===== config.mk =====
export PLATFORM = sky130hd
export DESIGN_NAME = fifo_wr_arbiter
export DESIGN_NICKNAME = d
export VERILOG_FILES = /design/src/rtl/fifo_wr_arbiter.sv
export SDC_FILE = /design/constraint.sdc
export NUM_CORES = 1
export LEC_CHECK = 0
export BUFFER_PORTS_ARGS = -buffer_cell sky130_fd_sc_hd__buf_2
export CAP_MARGIN = 25
export CORE_MARGIN = 1.5
export CORE_UTILIZATION = 29
export DETAILED_ROUTE_END_ITERATION = 16
export PLACE_DENSITY = 0.76
export SLEW_MARGIN = 30
export SYNTH_ARGS = -nofsm -noshare
export SYNTH_HDL_FRONTEND = slang
export SYNTH_SLANG_ARGS = --single-unit

===== constraint.sdc =====
create_clock -name w_clk -period 2.45 [get_ports w_clk]
set_input_delay 0.1225 -clock w_clk [delete_from_list [all_inputs] [get_ports w_clk]]
set_output_delay 0.1225 -clock w_clk [all_outputs]
set_load 0.05 [all_outputs]

===== src/rtl/fifo_wr_arbiter.sv =====
// Round-robin arbiter sharing the FIFO write port between NUM_REQ packet sources.
// A grant is held for a whole packet, honouring f_full per beat and a MAX_BURST limit.
module fifo_wr_arbiter #(
    parameter int NUM_REQ    = 4,
    parameter int DATA_WIDTH = 32,
    parameter int MAX_BURST  = 16
) (
    input  logic                          w_clk,
    input  logic                          wrst,
    input  logic [NUM_REQ-1:0]            req,
    input  logic [NUM_REQ-1:0]            req_last,
    input  logic [NUM_REQ*DATA_WIDTH-1:0] req_data,
    output logic [NUM_REQ-1:0]            req_ready,
    input  logic                          f_full,
    output logic                          w_en,
    output logic [DATA_WIDTH-1:0]         data_in,
    output logic [$clog2(NUM_REQ)-1:0]    gnt_id,
    output logic                          busy,
    output logic                          burst_err
);

    localparam int IDW = $clog2(NUM_REQ);
    localparam int BCW = $clog2(MAX_BURST + 1);
    localparam logic [BCW-1:0] LAST_CNT = BCW'(MAX_BURST - 1);
    localparam logic [IDW-1:0] TOP_ID   = IDW'(NUM_REQ - 1);

    typedef enum logic {IDLE, LOCK} state_t;

    state_t                  state;
    logic [IDW-1:0]          rr_ptr;
    logic [BCW-1:0]          beat_cnt;

    logic [IDW-1:0]          winner;
    logic [IDW-1:0]          cand;
    logic                    found;
    int                      idx;

    logic                    gnt_req;
    logic                    gnt_last;
    logic [DATA_WIDTH-1:0]   gnt_data;
    logic                    beat;

    // Search upward from rr_ptr, wrapping modulo NUM_REQ; first requester found wins.
    always_comb begin
        winner = '0;
        cand   = '0;
        found  = 1'b0;
        idx    = 0;
        for (int k = 0; k < NUM_REQ; k++) begin
            idx = int'(rr_ptr) + k;
            if (idx >= NUM_REQ) begin
                idx = idx - NUM_REQ;
            end
            cand = IDW'(idx);
            if (!found && req[cand]) begin
                found  = 1'b1;
                winner = cand;
            end
        end
    end

    always_comb begin
        gnt_req  = 1'b0;
        gnt_last = 1'b0;
        gnt_data = '0;
        for (int i = 0; i < NUM_REQ; i++) begin
            if (gnt_id == IDW'(i)) begin
                gnt_req  = req[i];
                gnt_last = req_last[i];
                gnt_data = req_data[i*DATA_WIDTH +: DATA_WIDTH];
            end
        end
    end

    assign beat = (state == LOCK) && gnt_req && !f_full;

    always_comb begin
        req_ready = '0;
        for (int i = 0; i < NUM_REQ; i++) begin
            req_ready[i] = (state == LOCK) && (gnt_id == IDW'(i)) && !f_full;
        end
    end

    assign w_en    = beat;
    assign data_in = beat ? gnt_data : '0;

    always_ff @(posedge w_clk or negedge wrst) begin
        if (!wrst) begin
            state     <= IDLE;
            gnt_id    <= '0;
            rr_ptr    <= '0;
            beat_cnt  <= '0;
            busy      <= 1'b0;
            burst_err <= 1'b0;
        end else begin
            case (state)
                IDLE: begin
                    if (found) begin
                        gnt_id   <= winner;
                        beat_cnt <= '0;
                        state    <= LOCK;
                        busy     <= 1'b1;
                    end
                end
                LOCK: begin
                    if (beat) begin
                        // Release on the packet's last beat, or forcibly once MAX_BURST beats went out.
                        if (gnt_last || (beat_cnt == LAST_CNT)) begin
                            state    <= IDLE;
                            busy     <= 1'b0;
                            beat_cnt <= '0;
                            rr_ptr   <= (gnt_id == TOP_ID) ? '0 : gnt_id + 1'b1;
                            if (!gnt_last) begin
                                burst_err <= 1'b1;
                            end
                        end else begin
                            beat_cnt <= beat_cnt + 1'b1;
                        end
                    end
                end
                default: begin
                    state <= IDLE;
                    busy  <= 1'b0;
                end
            endcase
        end
    end

endmodule

==> impl_metrics.csv <==
group,metric,value,unit
worst_setup_path,path_class,"flop to output port",
worst_setup_path,crit_path_end_kind,"output port",
cells_and_area,utilization,50.1,%
timing,worst_pin_slew,0.459,ns
clock_network,htreeDepth,1,
synth,synth_seq_cells,12,
status,outcome,"finished, final reports clean",
synth,synth_area_leaders,"dfrtp_1 (16%), a221oi_1 (15%), nor2b_1 (12%), a21oi_1 (10%), nor3_1 (8.8%)",
worst_setup_path,start_kind,"flop",
worst_setup_path,required,2.33,ns
synth,synth_common_cells,"a21oi_1 (37), nor2b_1 (36), nor2_1 (35), a221oi_1 (32), nor3_1 (32)",
global_route,antenna_found_initial,1,
min_path,min_from,"req[1]",
synth,synth_top_area_cell,"dfrtp_1",
min_path,min_path_type,"primary input to flop",
worst_setup_path,r2r_cells,8,
detailed_routing,vias,2688,
synth,synthFlopType,"dfrtp_1",
timing,fin_crit_sh,94.9,%
min_path,min_to,"gnt_id[0]$_DFFE_PN0P_",
cells_and_area,nets,582,
clock_network,cts_tree,"built",
detailed_routing,routedWlPerCell,14.5,µm
timing,finalSetupViolations,0,
timing,fin_ws,0.124,ns
power_and_ir_drop,ir_drop,0.658,mV
global_route,grt_pass1_vias,2246,
timing,slew_headroom,69.1,%
detailed_routing,dr.pass1.iters,4,
worst_setup_path,crit_arrival,2.20,ns
timing,max_freq,430,MHz
floorplan,rows,28,
cells_and_area,syn2layout_area_growth,64.1,%
worst_setup_path,cp_max_fo,13,
detailed_routing,drc,0,
synth,async_flop_share,100,%
worst_setup_path,r2r_setup_slack,0.26,ns
global_route,grt-ovfl-total,0,
clock_network,cts_buffers,3,
clock_network,clkLatencyLatePin,0.24,ns
placed_design,dp.cells,505,
synth,synth_nets,415,
global_route,track_usage,19.1,%
floorplan,die-area,0.00679,mm²
synth,netlist_instances,270,
clock_network,cts.clk_slew.worst_paths,0.05,ns
clock_network,cts_sinks,12,
worst_setup_path,worstReg2RegStart,"gnt_id[0]$_DFFE_PN0P_",
clock_network,root_buffer,"clkbuf_8",
floorplan,die_x,82.4,µm
floorplan,io_pins,180,
global_route,grt_pass1_wl,10200,µm
min_path,hold_depth,3,
power_and_ir_drop,leakage,1.49,nW
floorplan,core-area,0.00599,mm²
timing,hold_slack,0.253,ns
timing,drv_slew,0,
detailed_routing,ant_nets,0,
timing,period_minus_slack,2.33,ns
cells_and_area,stdcell_count,512,
worst_setup_path,r2r-end,"rr_ptr[0]$_DFFE_PN0P_",
global_route,grt_max_degree,42,
placed_design,io_buffers,179,
synth,synth_edf_count,0,
synth,synth.avg_cell_area,6.77,µm²
detailed_routing,wl,7420,µm
synth,yosysMostFrequentCell,"a21oi_1",
flow_run,drv_cap,0,
placed_design,place_congestion,0.856,
timing,hold_violations,0,
clock_network,clk_path_buf_depth,2,
cells_and_area,drive_above_1_share,54.6,%
floorplan,die_y,82.4,µm
synth,synth-seq-area-share,16.4,%
power_and_ir_drop,total_power,3.77,mW
placed_design,dp_hpwl,5840,µm
detailed_routing,viasPerCell,5.25,
synth,post_synth_num_cell_types,38,
detailed_routing,drt_iter0_markers,57,
placed_design,place_ws,0.100,ns
synth,yosys_warnings,0,
power_and_ir_drop,p_per_area,1260,mW/mm²
synth,synth_top_cell_area_share,16.4,%
synth,syn-cell-area,0.00183,mm²
timing,finalClockSkew,0.00232,ns
floorplan,initial_core_util,30.5,%
==> state kept, by name, indices dropped and copies added, names as in the netlist <==
register,count
rr_ptr,2
burst_err,1
gnt_id,2
state,1
beat_cnt,5
busy,1
==> how the worst max path moves through the flow <==
| stage | depth (start not counted) | to | startpoint | slack [ns] |
|---|---|---|---|---|
| 4_1_cts | 9 | data_in[11] | gnt_id[0]$_DFFE_PN0P_ | 0.03 |
| 6_report | 7 | data_in[27] | gnt_id[0]$_DFFE_PN0P_ | 0.12 |
| 3_3_place_gp | 8 | rr_ptr[1]$_DFFE_PN0P_ | gnt_id[1]$_DFFE_PN0P_ | 0.20 |
| 3_5_place_dp | 8 | rr_ptr[0]$_DFFE_PN0P_ | gnt_id[1]$_DFFE_PN0P_ | 0.1 |
| 5_1_grt | 9 | data_in[31] | gnt_id[0]$_DFFE_PN0P_ | -0.01 |
| 2_1_floorplan | 8 | data_in[0] | gnt_id[1]$_DFFE_PN0P_ | -0.04 |
==> cell type report <==
| cell class | count | area, µm² |
|---|---|---|
| tap | 75 | 93.8 |
| inverter | 7 | 27.5 |
| multi-input combinational | 224 | 1510 |
| antenna | 1 | 2.50 |
| timing repair buffer | 189 | 1010 |
| fill | 618 | 2990 |
| clock buffer | 4 | 55.1 |
| sequential | 12 | 302 |
==> per-layer routing <==
metal / part of all wire (%) / track usage [%]
met3: 7.0 / 2.20
met1: 40 / 23.0
met5: 0 / 0
met2: 50 / 34.3
met4: 2.8 / 7.46
==> stage by stage <==
stage                     instance area, µm²  setup TNS (ns)
after floorplan                         1920           -1.14
after global placement                  2890               0
after detailed placement                2890               0
after CTS                               2970               0
after global routing                    3000         -0.0255
final                                   3000               0
==> report_power, final <==
group / total (mW) / switching (mW) / leakage, nW / internal, mW
Sequential: 0.337 / 0.0728 / 0.151 / 0.264
Combinational: 3.21 / 2.10 / 1.31 / 1.11
Clock: 0.217 / 0.0748 / 0.0288 / 0.142
Total: 3.77 / 2.25 / 1.49 / 1.52
==> cells in the final DEF, fill, tap and decap left out, types with 2 or more instances in the layout <==
cell type	synthesis	routed
a21oi_1	37	36
inv_1	6	6
nor2_1	35	5
and2_1	4	3
buf_2	6	175
nor2_2	0	27
clkbuf_4	0	4
ha_1	6	3
nand3b_1	2	2
o2bb2ai_1	3	3
mux2_4	2	2
a221oi_1	32	31
buf_12	0	2
ha_2	0	3
nor2_4	0	3
nor3_1	32	32
nand2b_1	3	3
clkbuf_8	0	4
nor2b_1	36	35
nand2_1	4	4
o21ai_0	5	5
dfrtp_1	12	11
buf_4	0	6
nand3_1	6	6
==> worst max-delay path: stages (launching register included) <==
cell      delay [ns]
dfrtp_2         0.45
ha_2            0.22
or3b_1          0.39
a211oi_2        0.22
a21oi_4         0.09
buf_4           0.21
nor2_2          0.11
buf_2           0.26
==> timing repair <==
item,in CTS,in global routing
setup buffers,1,0
hold buffers,1,0
resized for setup,1,9
setup endpoints to repair,24,30
hold endpoints to repair,12,0
==> kinds of logic after synthesis <==
| group | share of synthesized area [%] |
|---|---|
| simple gates | 36.9 |
| compound gates | 32.0 |
| buf+inv | 7.87 |
| flops | 16.4 |
| fa+ha+maj | 4.11 |
| mux | 2.19 |
| xor+xnor | 0.479 |
(Power assumes the default switching activity.)
